<file path="src/rtl/tpu_pkg.sv">
// Shared constants and types for the systolic-array output path.
package tpu_pkg;

  localparam int DATA_W          = 16;
  localparam int RESULTS_PER_SET = 4;
  localparam int RAW_BYTES       = 8;
  localparam int SAT_BYTES       = 4;

  typedef enum logic {
    IDLE,
    SEND
  } state_t;

endpackage

</file>
<file path="src/rtl/sat_int8.sv">
// Combinational clamp of a signed W-bit value to signed int8.
module sat_int8 #(
  parameter int W = 16
) (
  input  logic [W-1:0] din,
  output logic [7:0]   dout
);

  localparam logic signed [W-1:0] MAX_V = W'(127);
  localparam logic signed [W-1:0] MIN_V = W'(-128);

  always_comb begin
    if ($signed(din) > MAX_V) begin
      dout = 8'h7f;
    end else if ($signed(din) < MIN_V) begin
      dout = 8'h80;
    end else begin
      dout = din[7:0];
    end
  end

endmodule

</file>
<file path="src/rtl/result_serializer.sv">
// Buffers finished 2x2 result sets and streams them to the host as bytes.
// state | meaning
// IDLE  | nothing loaded; loads the head set once level != 0
// SEND  | presenting bytes of the loaded set under valid/ready
module result_serializer #(
  parameter int DATA_W = 16,
  parameter int DEPTH  = 2
) (
  input  logic                       clk,
  input  logic                       rst,
  input  logic                       cap_valid,
  input  logic [DATA_W-1:0]          c00,
  input  logic [DATA_W-1:0]          c01,
  input  logic [DATA_W-1:0]          c10,
  input  logic [DATA_W-1:0]          c11,
  output logic                       cap_ready,
  input  logic                       sat_mode,
  output logic                       out_valid,
  input  logic                       out_ready,
  output logic [7:0]                 out_data,
  output logic                       out_last,
  output logic [$clog2(DEPTH+1)-1:0] level,
  output logic                       ovf,
  input  logic                       ovf_clr
);
  import tpu_pkg::*;

  localparam int PTR_W = $clog2(DEPTH);
  localparam int LVL_W = $clog2(DEPTH + 1);

  typedef logic [RESULTS_PER_SET-1:0][DATA_W-1:0] set_t;

  set_t                            mem [DEPTH];
  set_t                            cap_set;
  set_t                            load_set;
  set_t                            src_set;
  set_t                            set_q;
  state_t                          state;
  logic [PTR_W-1:0]                wr_ptr;
  logic [PTR_W-1:0]                rd_ptr;
  logic [PTR_W-1:0]                rd_ptr_nxt;
  logic                            mode_q;
  logic                            src_mode;
  logic [2:0]                      idx;
  logic [2:0]                      src_idx;
  logic [3:0]                      src_n;
  logic                            src_last;
  logic [7:0]                      src_byte;
  logic [RESULTS_PER_SET-1:0][7:0] sat_byte;
  logic                            push;
  logic                            drop;
  logic                            fire;
  logic                            pop;
  logic                            load_idle;
  logic                            load_chain;
  logic                            load;

  assign cap_set    = {c11, c10, c01, c00};
  assign cap_ready  = (level != LVL_W'(DEPTH));
  assign push       = cap_valid && cap_ready;
  assign drop       = cap_valid && !cap_ready;
  assign fire       = out_valid && out_ready;
  assign pop        = fire && out_last;
  assign rd_ptr_nxt = rd_ptr + PTR_W'(1);
  assign load_idle  = (state == IDLE) && (level != '0);
  // A set captured on the final-byte cycle is taken straight from the inputs so no bubble appears.
  assign load_chain = pop && ((level > LVL_W'(1)) || push);
  assign load       = load_idle || load_chain;

  always_comb begin
    load_set = cap_set;
    if (load_idle) begin
      load_set = mem[rd_ptr];
    end else if (level > LVL_W'(1)) begin
      load_set = mem[rd_ptr_nxt];
    end
  end

  always_comb begin
    src_set  = load ? load_set : set_q;
    src_mode = load ? sat_mode : mode_q;
    src_idx  = load ? 3'd0 : idx + 3'd1;
    src_n    = src_mode ? 4'(SAT_BYTES) : 4'(RAW_BYTES);
    src_last = ({1'b0, src_idx} == src_n - 4'd1);
    if (src_mode) begin
      src_byte = sat_byte[src_idx[1:0]];
    end else begin
      src_byte = src_set[src_idx[2:1]][{src_idx[0], 3'b000} +: 8];
    end
  end

  for (genvar i = 0; i < RESULTS_PER_SET; i++) begin : g_sat
    sat_int8 #(.W(DATA_W)) u_sat (
      .din  (src_set[i]),
      .dout (sat_byte[i])
    );
  end

  always_ff @(posedge clk) begin
    if (push) begin
      mem[wr_ptr] <= cap_set;
    end
  end

  always_ff @(posedge clk or posedge rst) begin
    if (rst) begin
      state     <= IDLE;
      wr_ptr    <= '0;
      rd_ptr    <= '0;
      level     <= '0;
      ovf       <= 1'b0;
      set_q     <= '0;
      mode_q    <= 1'b0;
      idx       <= '0;
      out_valid <= 1'b0;
      out_data  <= '0;
      out_last  <= 1'b0;
    end else begin
      if (push) begin
        wr_ptr <= wr_ptr + PTR_W'(1);
      end
      if (pop) begin
        rd_ptr <= rd_ptr_nxt;
      end
      level <= level + LVL_W'(push) - LVL_W'(pop);
      if (drop) begin
        ovf <= 1'b1;
      end else if (ovf_clr) begin
        ovf <= 1'b0;
      end
      if (load) begin
        state     <= SEND;
        set_q     <= src_set;
        mode_q    <= src_mode;
        idx       <= src_idx;
        out_valid <= 1'b1;
        out_data  <= src_byte;
        out_last  <= src_last;
      end else if (pop) begin
        state     <= IDLE;
        out_valid <= 1'b0;
        out_data  <= '0;
        out_last  <= 1'b0;
      end else if (fire) begin
        idx      <= src_idx;
        out_data <= src_byte;
        out_last <= src_last;
      end
    end
  end

endmodule
</file>
<file path="config.mk">
export PLATFORM = sky130hd
export DESIGN_NAME = result_serializer
export DESIGN_NICKNAME = d
export VERILOG_FILES = /design/src/rtl/tpu_pkg.sv /design/src/rtl/sat_int8.sv /design/src/rtl/result_serializer.sv
export SDC_FILE = /design/constraint.sdc
export NUM_CORES = 1
export LEC_CHECK = 0
export ABC_CLOCK_PERIOD_IN_PS = 10500
export CORE_MARGIN = 2
export CORE_UTILIZATION = 45
export DETAILED_ROUTE_END_ITERATION = 10
export GPL_TIMING_DRIVEN = 0
export HOLD_SLACK_MARGIN = 0.05
export MAX_ROUTING_LAYER = met4
export PLACE_DENSITY = 0.74
export SLEW_MARGIN = 20
export SYNTH_ARGS = -nofsm -noshare
export SYNTH_HDL_FRONTEND = slang
export SYNTH_SLANG_ARGS = --single-unit
</file>
<file path="constraint.sdc">
create_clock -name clk -period 10.5 [get_ports clk]
set_clock_uncertainty 0.15 [all_clocks]
set_input_delay 2.1 -clock clk [delete_from_list [all_inputs] [get_ports clk]]
set_output_delay 2.1 -clock clk [all_outputs]
set_load 0.005 [all_outputs]
</file>
# Yosys cells after proc, flatten, opt, wreduce, memory -nomap -nowiden
# Memories as Yosys holds them, arrays and structs flattened.
# Index checks and enable logic that the tools add are counted.
[totals] mem_count=1 elab_cells=85 ramBits=128 register_bits=83
[op_classes] reduce_logical=15 n_bitwise=1 shift=1 muxes=34 add_sub_neg=6 order_cmp=11 n_eq_ne=3
[memory_table] name="mem" words=2 width=64 rd=2 rd_clocked_by_memory_dff=0 write_ports=1 line="result_serializer.sv:33" source="set_t mem [DEPTH];"
[op_table] operator="$mux 64" n=3
[op_table] operator="$mux 8" n=13
[op_table] operator="$gt 16x8->1 const B" n=4
[op_table] operator="$lt 16x8->1 const B" n=4
[op_table] operator="$bmux 16 s2" n=1
[op_table] operator="$bmux 8 s2" n=1
[op_table] operator="$mux 16" n=1
[op_table] operator="$shiftx 16x5->8" n=1
[op_table] operator="$mux 3" n=4
[op_table] operator="$mux 1" n=10
[op_table] operator="$reduce_bool 2->1" n=4
[op_table] operator="$logic_and 1x1->1" n=6
[op_table] operator="$lt 2x3->1 const B" n=2
[op_table] operator="$eq 3x4->1" n=1
[op_table] operator="$mux 4" n=1
[op_table] operator="$sub 4x1->4 const B" n=1
[op_table] operator="$add 3x1->3 const B" n=1
[op_table] operator="$reduce_bool 3->1" n=1
[op_table] operator="$add 1x1->1 const B" n=2
[op_table] operator="$add 2x1->2" n=1
[op_table] operator="$gt 2x1->1 const B" n=1
[op_table] operator="$logic_or 1x1->1" n=2
[op_table] operator="$ne 2x1->1 const B" n=1
[op_table] operator="$ne 2x2->1 const B" n=1
[op_table] operator="other kinds (4)" n=4

# Logic depth before layout (Yosys ltp)
# Gate-level depths: netlist (run 1).
[depth] ltp_word=15 ltp_mapped=14 ltp_nobuf=9

# Modules after synthesis
# From an unflattened synthesis (run 1), not the netlist that was laid out.
[hier_totals] cells_unflattened=1096 area_unflattened_um2=11374.7
[modules_own_cells] mod="result_serializer" instances=1 cells_each=1004 area_each_um2=10784.1 seq_area_each_um2=5920.7
[modules_own_cells] mod="sat_int8" instances=4 cells_each=23 area_each_um2=147.6 seq_area_each_um2=0.0

# Worst setup path after synthesis (run 1)
# Ideal clock, no wire load.
[synth_timing] path_kind="input-to-reg" start="in cap_valid" end="mem mem[0][0] in the netlist's numbering, enable pin" path_buffers=1 setup_ns=0.486 slack_ns=4.808 cell_stages=3 required_ns=9.864 arrival_time_ns=5.056 cell_sequence="buf_2 -> nand2_1 -> nor2_1"
[synth_between] elab_chain_len=3
[synth_rtl] item="from (decl)" line="result_serializer.sv:11" source="input logic cap_valid,"
[synth_rtl] item="$logic_and 1x1->1" line="result_serializer.sv:60" source="assign push = cap_valid && cap_ready;"
[synth_rtl] item="$mux 1" line="result_serializer.sv:100" source="if (push) begin"
[synth_rtl] item="$mux 1 (not written as such)" line="result_serializer.sv:101" source="mem[wr_ptr] <= cap_set;"
[synth_rtl] item="to (decl)" line="result_serializer.sv:33"
# No other way between the ends.

# Final worst setup path (run 1)
[layout_timing] start="in out_ready" end="reg out_data[0]"
[layout_between] elab_chain_len=14 elab_cells_between_ends=33 classes_between="order compare: 8; shift: 1; mux: 19; reduce/logical: 5"
[layout_rtl] item="from (decl)" line="result_serializer.sv:19" source="input logic out_ready,"
[layout_rtl] item="$logic_and 1x1->1 (*)" line="result_serializer.sv:62" source="assign fire = out_valid && out_ready;"
[layout_rtl] item="$logic_and 1x1->1" line="result_serializer.sv:63" source="assign pop = fire && out_last;"
[layout_rtl] item="$logic_and 1x1->1" line="result_serializer.sv:67" source="assign load_chain = pop && ((level > LVL_W'(1)) || push);"
[layout_rtl] item="$logic_or 1x1->1" line="result_serializer.sv:68" source="assign load = load_idle || load_chain;"
[layout_rtl] item="$mux 64" line="result_serializer.sv:80" source="src_set = load ? load_set : set_q;"
[layout_rtl] item="$lt 16x8->1" line="sat_int8.sv:15" source="end else if ($signed(din) < MIN_V) begin"
[layout_rtl] item="$mux 8" line="sat_int8.sv:15"
[layout_rtl] item="$mux 8" line="sat_int8.sv:13" source="if ($signed(din) > MAX_V) begin"
[layout_rtl] item="$bmux 8 s2" line="result_serializer.sv:86" source="src_byte = sat_byte[src_idx[1:0]];"
[layout_rtl] item="$mux 8 (not written as such)" line="result_serializer.sv:86"
[layout_rtl] item="$mux 8" line="result_serializer.sv:85" source="if (src_mode) begin"
[layout_rtl] item="$mux 8" line="result_serializer.sv:144" source="end else if (fire) begin"
[layout_rtl] item="$mux 8" line="result_serializer.sv:139" source="end else if (pop) begin"
[layout_rtl] item="$mux 8" line="result_serializer.sv:131" source="if (load) begin"
[layout_rtl] item="to (signal assigned)" line="result_serializer.sv:137" source="out_data <= src_byte;"
[layout_rtl] item="to (signal assigned)" line="result_serializer.sv:146" source="out_data <= src_byte;"
[layout_rtl] item="to (decl)" line="result_serializer.sv:20" source="output logic [7:0] out_data,"
# Every way passes the cells marked *; elsewhere a longest branch is shown, timed or not. The select of a mux whose other input is x is not followed.
# A chain may end at the register's enable or synchronous reset.

==> summary.txt, run 1 <==
Yosys
  • Post-Synthesis Cells: 915
  • Cell with the most instances after synthesis: edfxtp_1
  • Ranking of synthesized cells by area: edfxtp_1 37%, dfrtp_1 20%, mux2i_1 4.5%
  • Mapped cell area: 10500 um2
  • XOR/XNOR Fraction of Synth Area: 0.742%
  • Seq cells post-synth: 211
  • Largest family of logic cells by synthesized area: compound AO/OA/AOI/OAI gates
  • Syn_nets: 988
  • Leading area contributor after synthesis: edfxtp_1
  • Syn Area/Cell: 11.4 um2
  • Top cell type's share of synthesized area: 36.8%
  • Simple-gate share of the synthesized area: 10.5%
  • Distinct cells, synth: 78
  • Mux contribution to synthesized area: 6.87%
  • Synthesis Warnings: 0
  • Ys async rst share: 39.3%
  • Top cells by instance count after synthesis: 128 x edfxtp_1, 95 x nand2_1, 83 x dfrtp_1
  • EDFF count, synth: 128
  • Most common flop cell mapped by yosys: edfxtp_1
  • Post-Synth Adder-Cell Area: 0.359%
  • Synth Area in Compound Gates: 20.4%
  • Sequential element share of the synthesized area: 56.6%

Floorplanning
  • Chip height: 156 um
  • Die span in x: 156 um
  • Cell row count: 55
  • IO Count: 84
  • Initial Util: 46.1%
  • Total Die Area: 24500 um2
  • Area of the core: 22700 um2

Global route
  • First-pass GRT wire length: 47600 um
  • Vias in the first global route: 8230
  • Initial antenna violation count: 0
  • Largest net degree at the start of global routing: 48
  • Gr usage total: 26.0%
  • Total grt overflow: 0

Route
  • Via/cell ratio: 6.32
  • DRC violations left: 0
  • Met2 wire len: 14200 um
  • WL met3: 2480 um
  • Vias post-DR: 8411
  • M1 wire length: 13200 um
  • Uppermost layer routed: met4
  • Total wire length: 30500 um
  • DR iter-0 viols: 879
  • Final ANT Viol Nets: 0
  • Routed WL per cell: 22.9 um
  • First-pass DRT Iterations: 6

Cells and area
  • Filler instances: 1983
  • Fin util: 55.0%
  • Non-Filler Instances: 1330
  • Layout Area Growth over Synthesis: 19.5%
  • # diodes: 0
  • Nets: 1101
  • Share of layout cells above drive strength 1: 10.4%

Timing
  • Worst rel slew slack: 35.3%
  • RSZ-0062 raised after global routing: no
  • Final setup viols: 0
  • Worst-Margin Slew: 0.970 ns
  • Final Cycle Share: 51.8%
  • TNS Setup: 0 ns
  • Crit path time final: 5.44 ns
  • Hold Vio Cnt, Final: 0
  • Max-slew violations: 0
  • Fmax: 184 MHz

Pwr
  • Logic pwr share: 46.8%
  • Sequential share of power: 33.1%
  • Switch Pwr: 0.00165 W
  • Power Density: 318 nW/um2
  • Peak VDD IR: 0.153 mV
  • Switching Share: 41.4%
  • Clock power share: 20.0%
  • Pint: 0.00233 W
  • Leak: 4.71 nW
  • Pwr Total: 0.00398 W

Worst setup path
  • CP Class: in2reg
  • WP data arrival: 5.72 ns
  • Crit Path Max Fanout: 10
  • Critical Path Start Type: primary input
  • Worst endpoint required time: 10.78 ns
  • CP endpoint kind: flip-flop

CTS
  • CTS tree: done
  • Clock slew at reported path FFs: 0.06 ns
  • Root Driver: clkbuf_16
  • H-tree Lvls: 1
  • Post-cts repair resize count: 0
  • Clock latency on the worst-skew pair: 0.52 ns
  • CTS Buffer Depth: 3
  • # clock sinks: 211
  • Setup bufs post-CTS: 0
  • Hold buffer count at CTS: 0
  • Cts bufs inserted: 24

Placed design
  • Post-Place Cells: 1287
  • Port Buf Inserts: 83
  • DP HPWL: 21900 um
  • Routability cong.: 0.987

Flow run
  • Max cap viols: 0

Outcome
  • Status: finished, final reports clean

Hold path
  • Hold Crit Class: reg2reg
==> area by class of cell <==
class                           instances  area (um2)  share of cell area, %
Buffer                                 66         349                   2.79
Clock buffer                           31         658                   5.27
Clock inverter                         12        82.6                  0.661
Sequential cell                       211        5920                   47.4
Inverter                               32         123                  0.981
Timing Repair Buffer                   87         918                   7.35
Multi-Input combinational cell        606        4090                   32.7
Tap cell                              285         357                   2.85
==> routing by layer <==
metal	global-route usage (%)	vias up
li1	-	3763
met1	36.6	4216
met2	40.1	383
met3	4.15	49
met4	5.77	0
met5	-	-
==> layout by cell type (no fill, tap or decap), drive strengths merged, types with 4 or more instances in the layout <==
| cell | count |
|---|---|
| o211ai | 14 |
| nand2b | 5 |
| or2 | 4 |
| clkbuf | 60 |
| nand2 | 96 |
| nand3 | 12 |
| inv | 32 |
| nor3b | 7 |
| a211o | 8 |
| a311oi | 6 |
| o311ai | 4 |
| nor2 | 62 |
| buf | 41 |
| nand4 | 5 |
| clkinv | 11 |
| o22a | 14 |
| a211oi | 32 |
| a31oi | 6 |
| nor3 | 9 |
| o2111ai | 5 |
| xnor2 | 6 |
| a21oi | 29 |
| mux4 | 8 |
| o22ai | 32 |
| mux2i | 47 |
| nor4 | 7 |
| and2 | 22 |
| o41ai | 12 |
| dfrtp | 83 |
| a221oi | 5 |
| o221ai | 24 |
| clkdlybuf4s50 | 83 |
| a22oi | 5 |
| and3b | 4 |
| o21ai | 67 |
| edfxtp | 128 |
| a21boi | 7 |
| mux2 | 6 |
==> power by group through the flow <==
stage               combinational, W  clock, W  sequential (W)
floorplan                    0.00123         0         0.00129
global placement             0.00178         0         0.00133
detailed placement           0.00182         0         0.00132
CTS                          0.00183  0.000803         0.00131
global route                 0.00201  0.000837         0.00134
finish                       0.00186  0.000797         0.00132
==> sequential cells by signal, indices dropped and copies added (netlist names) <==
| signal | cells |
|---|---|
| out_last | 1 |
| mode_q | 1 |
| set_q | 64 |
| level | 2 |
| state | 1 |
| mem | 128 |
| wr_ptr | 1 |
| idx | 3 |
| out_data | 8 |
| ovf | 1 |
| rd_ptr | 1 |
==> critical path, stage by stage <==
cell             delay, ns
clkdlybuf4s50_1       0.50
a21boi_1              0.44
a31oi_2               0.22
buf_2                 0.31
clkbuf_1              0.33
nor2_1                0.57
nand2_1               0.19
o311ai_0              0.61
o21ai_0               0.21
o211ai_1              0.22
==> kinds of logic (layout without fill, tap and decap cells) <==
kind of cell	Yosys count	in the layout
mux	61	61
simple gates	238	238
xor+xnor	8	8
fa+ha+maj	3	3
buf+inv	98	228
flops	211	211
compound gates	296	296
==> per-stage QoR <==
step	setup slack, ns	area, um2	hold WS [ns]
3_5_place_dp	4.78	11800	0.333
5_1_grt	4.91	12500	0.365
3_3_place_gp	2.50	11600	0.326
6_report	5.06	12500	0.339
2_1_floorplan	4.81	10500	0.302
4_1_cts	5.25	12500	0.343
==> final timing paths <==
check                           from     endpoint  slack (ns)  cells after the start
max in group asynchronous        rst     set_q[0]        7.71                      3
min in group asynchronous        rst  out_data[7]        1.86                      2
setup reg to reg               state  out_data[0]        6.64                      9
hold reg to reg                  ovf          ovf        0.34                      1
hold / removal                   ovf          ovf        0.34                      1
setup / recovery           out_ready  out_data[0]        5.06                     10
(Power assumes the default switching activity.)
==> run 2, diff against run 1 <==
ABC_CLOCK_PERIOD_IN_PS = 5600   (was 10500)
clock period = 5.6 ns   (was 10.5 ns; I/O delays follow)
==> results of run 2 <==
The final DEF is identical to that of run 1. Status: finished, final reports clean.
Among the figures that moved: setup slack after placement 4.78 ns -> 0.860 ns; setup slack after layout 5.06 ns -> 1.14 ns; register-to-register setup slack 6.64 ns -> 1.74 ns; total power 0.00398 W -> 0.00746 W; worst IR drop on VDD 0.153 mV -> 0.286 mV
==> run 3, diff against run 2 <==
ABC_CLOCK_PERIOD_IN_PS = 4600   (was 5600)
clock period = 4.6 ns   (was 5.6 ns; I/O delays follow)
==> results of run 3 <==
The final DEF is identical to that of run 1. Status: finished, final reports clean.
Among the figures that moved: setup slack after placement 4.78 ns -> 0.0595 ns; setup slack after layout 5.06 ns -> 0.338 ns; register-to-register setup slack 6.64 ns -> 0.74 ns; total power 0.00398 W -> 0.00908 W; worst IR drop on VDD 0.153 mV -> 0.349 mV
